## src/rtl/music_sequencer.sv

```systemverilog
// music_sequencer: beat-indexed playback controller for the tone ROM.
// Steps ibeatNum at a fixed tempo (start / pause / stop / loop) and turns
// the ROM's tone frequency into a square wave on audio.
//
//   state | meaning
//   ------+------------------------------------------------------------
//   IDLE  | stopped; beat, prescaler, phase accumulator and audio held at 0
//   PLAY  | prescaler advancing, beat stepping, audio synthesised from tone
//   PAUSE | prescaler, beat and phase frozen; audio held low
module music_sequencer #(
  parameter int unsigned CLK_HZ      = 100_000_000,
  parameter int unsigned BEAT_CYCLES = 12_500_000,
  parameter int unsigned LAST_BEAT   = 63,
  parameter int unsigned SILENCE_HZ  = 20000
) (
  input  logic        clk,
  input  logic        rst,
  input  logic        start,
  input  logic        pause,
  input  logic        stop,
  input  logic        loop_en,
  input  logic [31:0] tone,
  output logic [7:0]  ibeatNum,
  output logic        playing,
  output logic        done,
  output logic        audio
);

  localparam int unsigned PW = (BEAT_CYCLES > 1) ? $clog2(BEAT_CYCLES) : 1;

  localparam logic [PW-1:0] PRESC_LAST = PW'(BEAT_CYCLES - 1);
  localparam logic [7:0]    BEAT_LAST  = 8'(LAST_BEAT);
  localparam logic [33:0]   ACC_MOD    = 34'(CLK_HZ);
  localparam logic [31:0]   TONE_REST  = 32'(SILENCE_HZ);

  typedef enum logic [1:0] {
    IDLE,
    PLAY,
    PAUSE
  } state_t;

  state_t        state, state_nxt;
  logic [PW-1:0] presc_q, presc_nxt;
  logic [33:0]   acc_q, acc_nxt;
  logic [7:0]    beat_nxt;
  logic          audio_nxt;
  logic          done_nxt;

  // Phase accumulator step: adding 2*tone per clock and wrapping at CLK_HZ
  // toggles audio tone times per half-second, i.e. a tone-Hz square wave.
  // 34 bits hold acc (< CLK_HZ) plus 2*tone without overflow.
  logic          tone_rest;
  logic [33:0]   acc_sum;
  logic          acc_wrap;
  logic [33:0]   acc_step;
  logic          audio_step;
  logic          beat_end;

  assign tone_rest  = (tone == 32'd0) || (tone >= TONE_REST);
  assign acc_sum    = acc_q + {1'b0, tone, 1'b0};
  assign acc_wrap   = (acc_sum >= ACC_MOD);
  assign acc_step   = tone_rest ? 34'd0 : (acc_wrap ? (acc_sum - ACC_MOD) : acc_sum);
  assign audio_step = tone_rest ? 1'b0 : (audio ^ acc_wrap);
  assign beat_end   = (presc_q == PRESC_LAST);

  assign playing = (state != IDLE);

  // Next-state and datapath update; stop overrides pause, pause overrides start.
  always_comb begin
    state_nxt = state;
    beat_nxt  = ibeatNum;
    presc_nxt = presc_q;
    acc_nxt   = acc_q;
    audio_nxt = audio;
    done_nxt  = 1'b0;

    if (stop) begin
      state_nxt = IDLE;
      beat_nxt  = 8'd0;
      presc_nxt = '0;
      acc_nxt   = 34'd0;
      audio_nxt = 1'b0;
    end else begin
      case (state)
        IDLE: begin
          beat_nxt  = 8'd0;
          presc_nxt = '0;
          acc_nxt   = 34'd0;
          audio_nxt = 1'b0;
          if (start) begin
            state_nxt = PLAY;
          end
        end

        PLAY: begin
          if (pause) begin
            // Freeze counters and phase; speaker goes quiet while paused.
            state_nxt = PAUSE;
            audio_nxt = 1'b0;
          end else begin
            acc_nxt   = acc_step;
            audio_nxt = audio_step;
            if (beat_end) begin
              presc_nxt = '0;
              if (ibeatNum < BEAT_LAST) begin
                beat_nxt = ibeatNum + 8'd1;
              end else if (loop_en) begin
                beat_nxt = 8'd0;
              end else begin
                state_nxt = IDLE;
                beat_nxt  = 8'd0;
                acc_nxt   = 34'd0;
                audio_nxt = 1'b0;
                done_nxt  = 1'b1;
              end
            end else begin
              presc_nxt = presc_q + PW'(1);
            end
          end
        end

        PAUSE: begin
          // Resume at the frozen prescaler value; the resume cycle itself
          // does not advance the beat timer.
          if (!pause) begin
            state_nxt = PLAY;
          end
        end

        default: begin
          state_nxt = IDLE;
        end
      endcase
    end
  end

  // State and datapath registers, cleared asynchronously by rst.
  always_ff @(posedge clk or posedge rst) begin
    if (rst) begin
      state    <= IDLE;
      ibeatNum <= 8'd0;
      presc_q  <= '0;
      acc_q    <= 34'd0;
      audio    <= 1'b0;
      done     <= 1'b0;
    end else begin
      state    <= state_nxt;
      ibeatNum <= beat_nxt;
      presc_q  <= presc_nxt;
      acc_q    <= acc_nxt;
      audio    <= audio_nxt;
      done     <= done_nxt;
    end
  end

endmodule

```

## config.mk

```make
export PLATFORM = sky130hd
export DESIGN_NAME = music_sequencer
export DESIGN_NICKNAME = d
export VERILOG_FILES = /design/src/rtl/music_sequencer.sv
export SDC_FILE = /design/constraint.sdc
export NUM_CORES = 1
export LEC_CHECK = 0
export BUFFER_PORTS_ARGS = -buffer_cell sky130_fd_sc_hd__buf_2
export CAP_MARGIN = 40
export CORE_MARGIN = 2
export CORE_UTILIZATION = 30
export DETAILED_ROUTE_END_ITERATION = 8
export RECOVER_POWER = 50
export SLEW_MARGIN = 5
export SYNTH_ARGS = -nofsm -noshare
export SYNTH_HDL_FRONTEND = slang
export SYNTH_SLANG_ARGS = --single-unit
```

## constraint.sdc

```tcl
create_clock -name clk -period 3.85 [get_ports clk]
set_input_delay 0.385 -clock clk [delete_from_list [all_inputs] [get_ports clk]]
set_output_delay 0.385 -clock clk [all_outputs]
set_load 0.005 [all_outputs]
```

==> results.json <==
{
  "grt_util_all_layers_pct": 17.0,
  "power.density_nw_per_um2": 264,
  "crit_required_ns": 4.04,
  "cp-start-kind": "register",
  "gp_congestion": 0.894,
  "synth_top_family_by_area": "compound AO/OA/AOI/OAI gates",
  "htree_levels": 3,
  "hold_class": "in2async",
  "drc": 0,
  "p_leak_nw": 3.23,
  "syn2layout_area_growth_pct": 25.7,
  "setup_viol": 0,
  "syn_area_per_cell_um2": 8.19,
  "place_ws_ns": -0.230,
  "synth_ff_type": "dfrtp_1",
  "first_pass_iters": 4,
  "postCtsHoldBufs": 0,
  "io_pins": 49,
  "syn_area_um2": 5910,
  "n_fill_cell": 2046,
  "async_reset_ff_share_pct": 100,
  "report.final.slew_viol_count": 0,
  "grt_pass1_vias": 5548,
  "ir_worst_vdd_uv": 197,
  "postPlaceCellArea_um2": 6870,
  "fin_ws_ns": 0.0526,
  "clkSlewWorstSetupHoldPaths_ns": 0.06,
  "cts-root-buf": "clkbuf_16",
  "synth_edf_count": 0,
  "synth_compound_area_share_pct": 24.6,
  "finalCritPeriodShare_pct": 98.6,
  "grt_antenna_before_repair": 0,
  "r2r_end": "acc_q[10]",
  "fin_area_um2": 7430,
  "layout_common_cells": "nand2_1, dfrtp_1, buf_4, nor2_1, a21oi_1",
  "path_class": "reg2reg",
  "numPortBuffers": 48,
  "final_layout_size_suffix_gt1_share_pct": 22.8,
  "cts_sinks": 70,
  "max_slew_margin_pct": 16.6,
  "r2r-start": "acc_q[10]",
  "cts_buffer_depth": 2,
  "report.final.hold_viol_count": 0,
  "grt_max_degree": 48,
  "rsz0062_at_grt": "yes",
  "grt_pass1_wl_mm": 28.2,
  "reg2reg_slack_ns": 0.05,
  "final_common_cell": "nand2_1",
  "reg2reg_depth": 16,
  "worstMarginPinSlew_ns": 1.25,
  "muxShareOfSynthArea_pct": 0.699,
  "syn_inst": 721,
  "finalNonFillerCells": 1101,
  "fmax_mhz": 263,
  "drtAntennaViolNets": 0,
  "synth-xor-area-share_pct": 9.30,
  "wl_mm": 17.4,
  "yosysSeqAreaShare_pct": 29.6,
  "dpl.hpwl_mm": 13.5,
  "path_max_fanout": 7,
  "avgRoutedWirePerCell_um": 15.8,
  "overflow": 0,
  "start_util_pct": 30.5,
  "clk_latency_ns": 0.33,
  "vias_per_cell": 5.25,
  "vias": 5785,
  "maxCapViolCount": 0,
  "finalCriticalPeriod_ns": 3.80,
  "fin_worst_skew_ns": 0.00753,
  "placedCellCount": 1074,
  "rows": 51,
  "syn-num-nets": 796,
  "tritoncts": "yes",
  "yosysWarnings": 0,
  "synth_seq_cells": 70,
  "synth_simple_gate_area_share_pct": 24.3,
  "die-area_um2": 20800,
  "core_area_um2": 19400,
  "num-nets-final": 906,
  "drt_iter0_markers": 315,
  "yosysUniqueCellTypes": 80,
  "crit_path_end_kind": "register",
  "yosys.area_share.adder_pct": 7.96,
  "cp_data_arrival_time_ns": 3.98,
  "antenna_cells": 0,
  "fp.dieH_um": 144,
  "outcome": "finished, final reports clean",
  "die_w_um": 144,
  "cts_buffers": 9
}
[cell usage after synthesis (12+ instances only)]
cell type | instances | area share (%)
nand2_1 | 90 | 5.7
dfrtp_1 | 70 | 30
nor2_1 | 57 | 3.6
a21oi_1 | 50 | 4.2
o21ai_0 | 38 | 3.2
xnor2_1 | 37 | 5.5
ha_1 | 36 | 7.6
o21ai_1 | 25 | 2.1
nand3_1 | 23 | 1.9
xor2_1 | 22 | 3.3
nand4_1 | 21 | 2.2
inv_1 | 20 | 1.3
clkbuf_1 | 15 | 0.95
a21o_1 | 14 | 1.8
nor3_1 | 14 | 1.2
and2_1 | 13 | 1.4
and3_1 | 13 | 1.4
o31ai_1 | 12 | 1.5
[worst max-delay path by stage]
| stage | start | endpoint | slack [ns] | cells after the start |
|---|---|---|---|---|
| floorplan | tone[0] | acc_q[18] | 0.05 | 19 |
| CTS | acc_q[1] | acc_q[19] | -0.004 | 19 |
| global placement | tone[0] | acc_q[26] | -0.09 | 20 |
| detailed placement | tone[0] | acc_q[8] | -0.23 | 20 |
| global route | acc_q[1] | acc_q[32] | -0.19 | 17 |
| finish | acc_q[10] | acc_q[10] | 0.05 | 16 |
[layout make-up]
type / count / area [µm²] / share of cell area, %
multi-input cells: 604 / 4070 / 54.9
flip-flops and latches: 70 / 1750 / 23.6
clock buffers: 10 / 229 / 3.08
clock inverters: 6 / 93.8 / 1.26
repair buffers: 126 / 872 / 11.7
inverters: 20 / 75.1 / 1.01
well taps: 265 / 332 / 4.46
[cells by family after synthesis]
kind of cell    count (synthesis)
flops                          70
compound gates                218
fa+ha+maj                      37
buf+inv                        47
mux                             4
simple gates                  284
xor+xnor                       61
[sequential cells by signal, indices dropped and copies added (netlist names)]
signal	cells
state	2
audio	1
done	1
acc_q	34
ibeatNum	8
presc_q	24
[routing by layer]
layer  wire length [µm]  global-route usage (%)  part of all wire, %
met1               8400                    23.4                   48
met2               8010                    27.6                   46
met3                677                    2.81                  3.9
met4                303                    4.45                  1.7
met5                  0                       0                    0
[report_power, final]
group	internal (mW)	switching [mW]
Clock	0.573	0.336
Combinational	0.122	0.183
Sequential	0.739	0.00429
Total	1.43	0.524
[timing repair]
| action | in CTS | in global routing |
|---|---|---|
| setup buffers | 0 | 9 |
| gates cloned | 0 | 2 |
| gates resized for setup | 2 | 30 |
| setup endpoints to repair | 20 | 27 |
| pin swaps | 0 | 26 |
[worst max-delay path, stage by stage (launching register included)]
cell      delay, ns
dfrtp_1        0.42
ha_1           0.38
a21oi_1        0.23
o21ai_1        0.13
a311o_1        0.40
o31a_1         0.33
buf_6          0.15
a221oi_4       0.30
xor2_2         0.22
nand3_2        0.14
nor4b_4        0.28
buf_6          0.17
buf_6          0.11
buf_6          0.10
a21oi_2        0.05
xor2_1         0.15
o21ai_1        0.08
[through the flow]
stage	hold slack, ns	utilization [%]	setup TNS [ns]	power (mW)
2_1_floorplan	0.451	-	0	0.936
3_3_place_gp	0.452	35.4	-0.150	1.05
3_5_place_dp	0.458	35.4	-3.45	1.05
4_1_cts	0.102	37.1	-0.00385	1.96
5_1_grt	0.304	38.3	-3.21	2.04
6_report	0.253	38.3	0	1.96
Power figures use the tool's default switching activity.
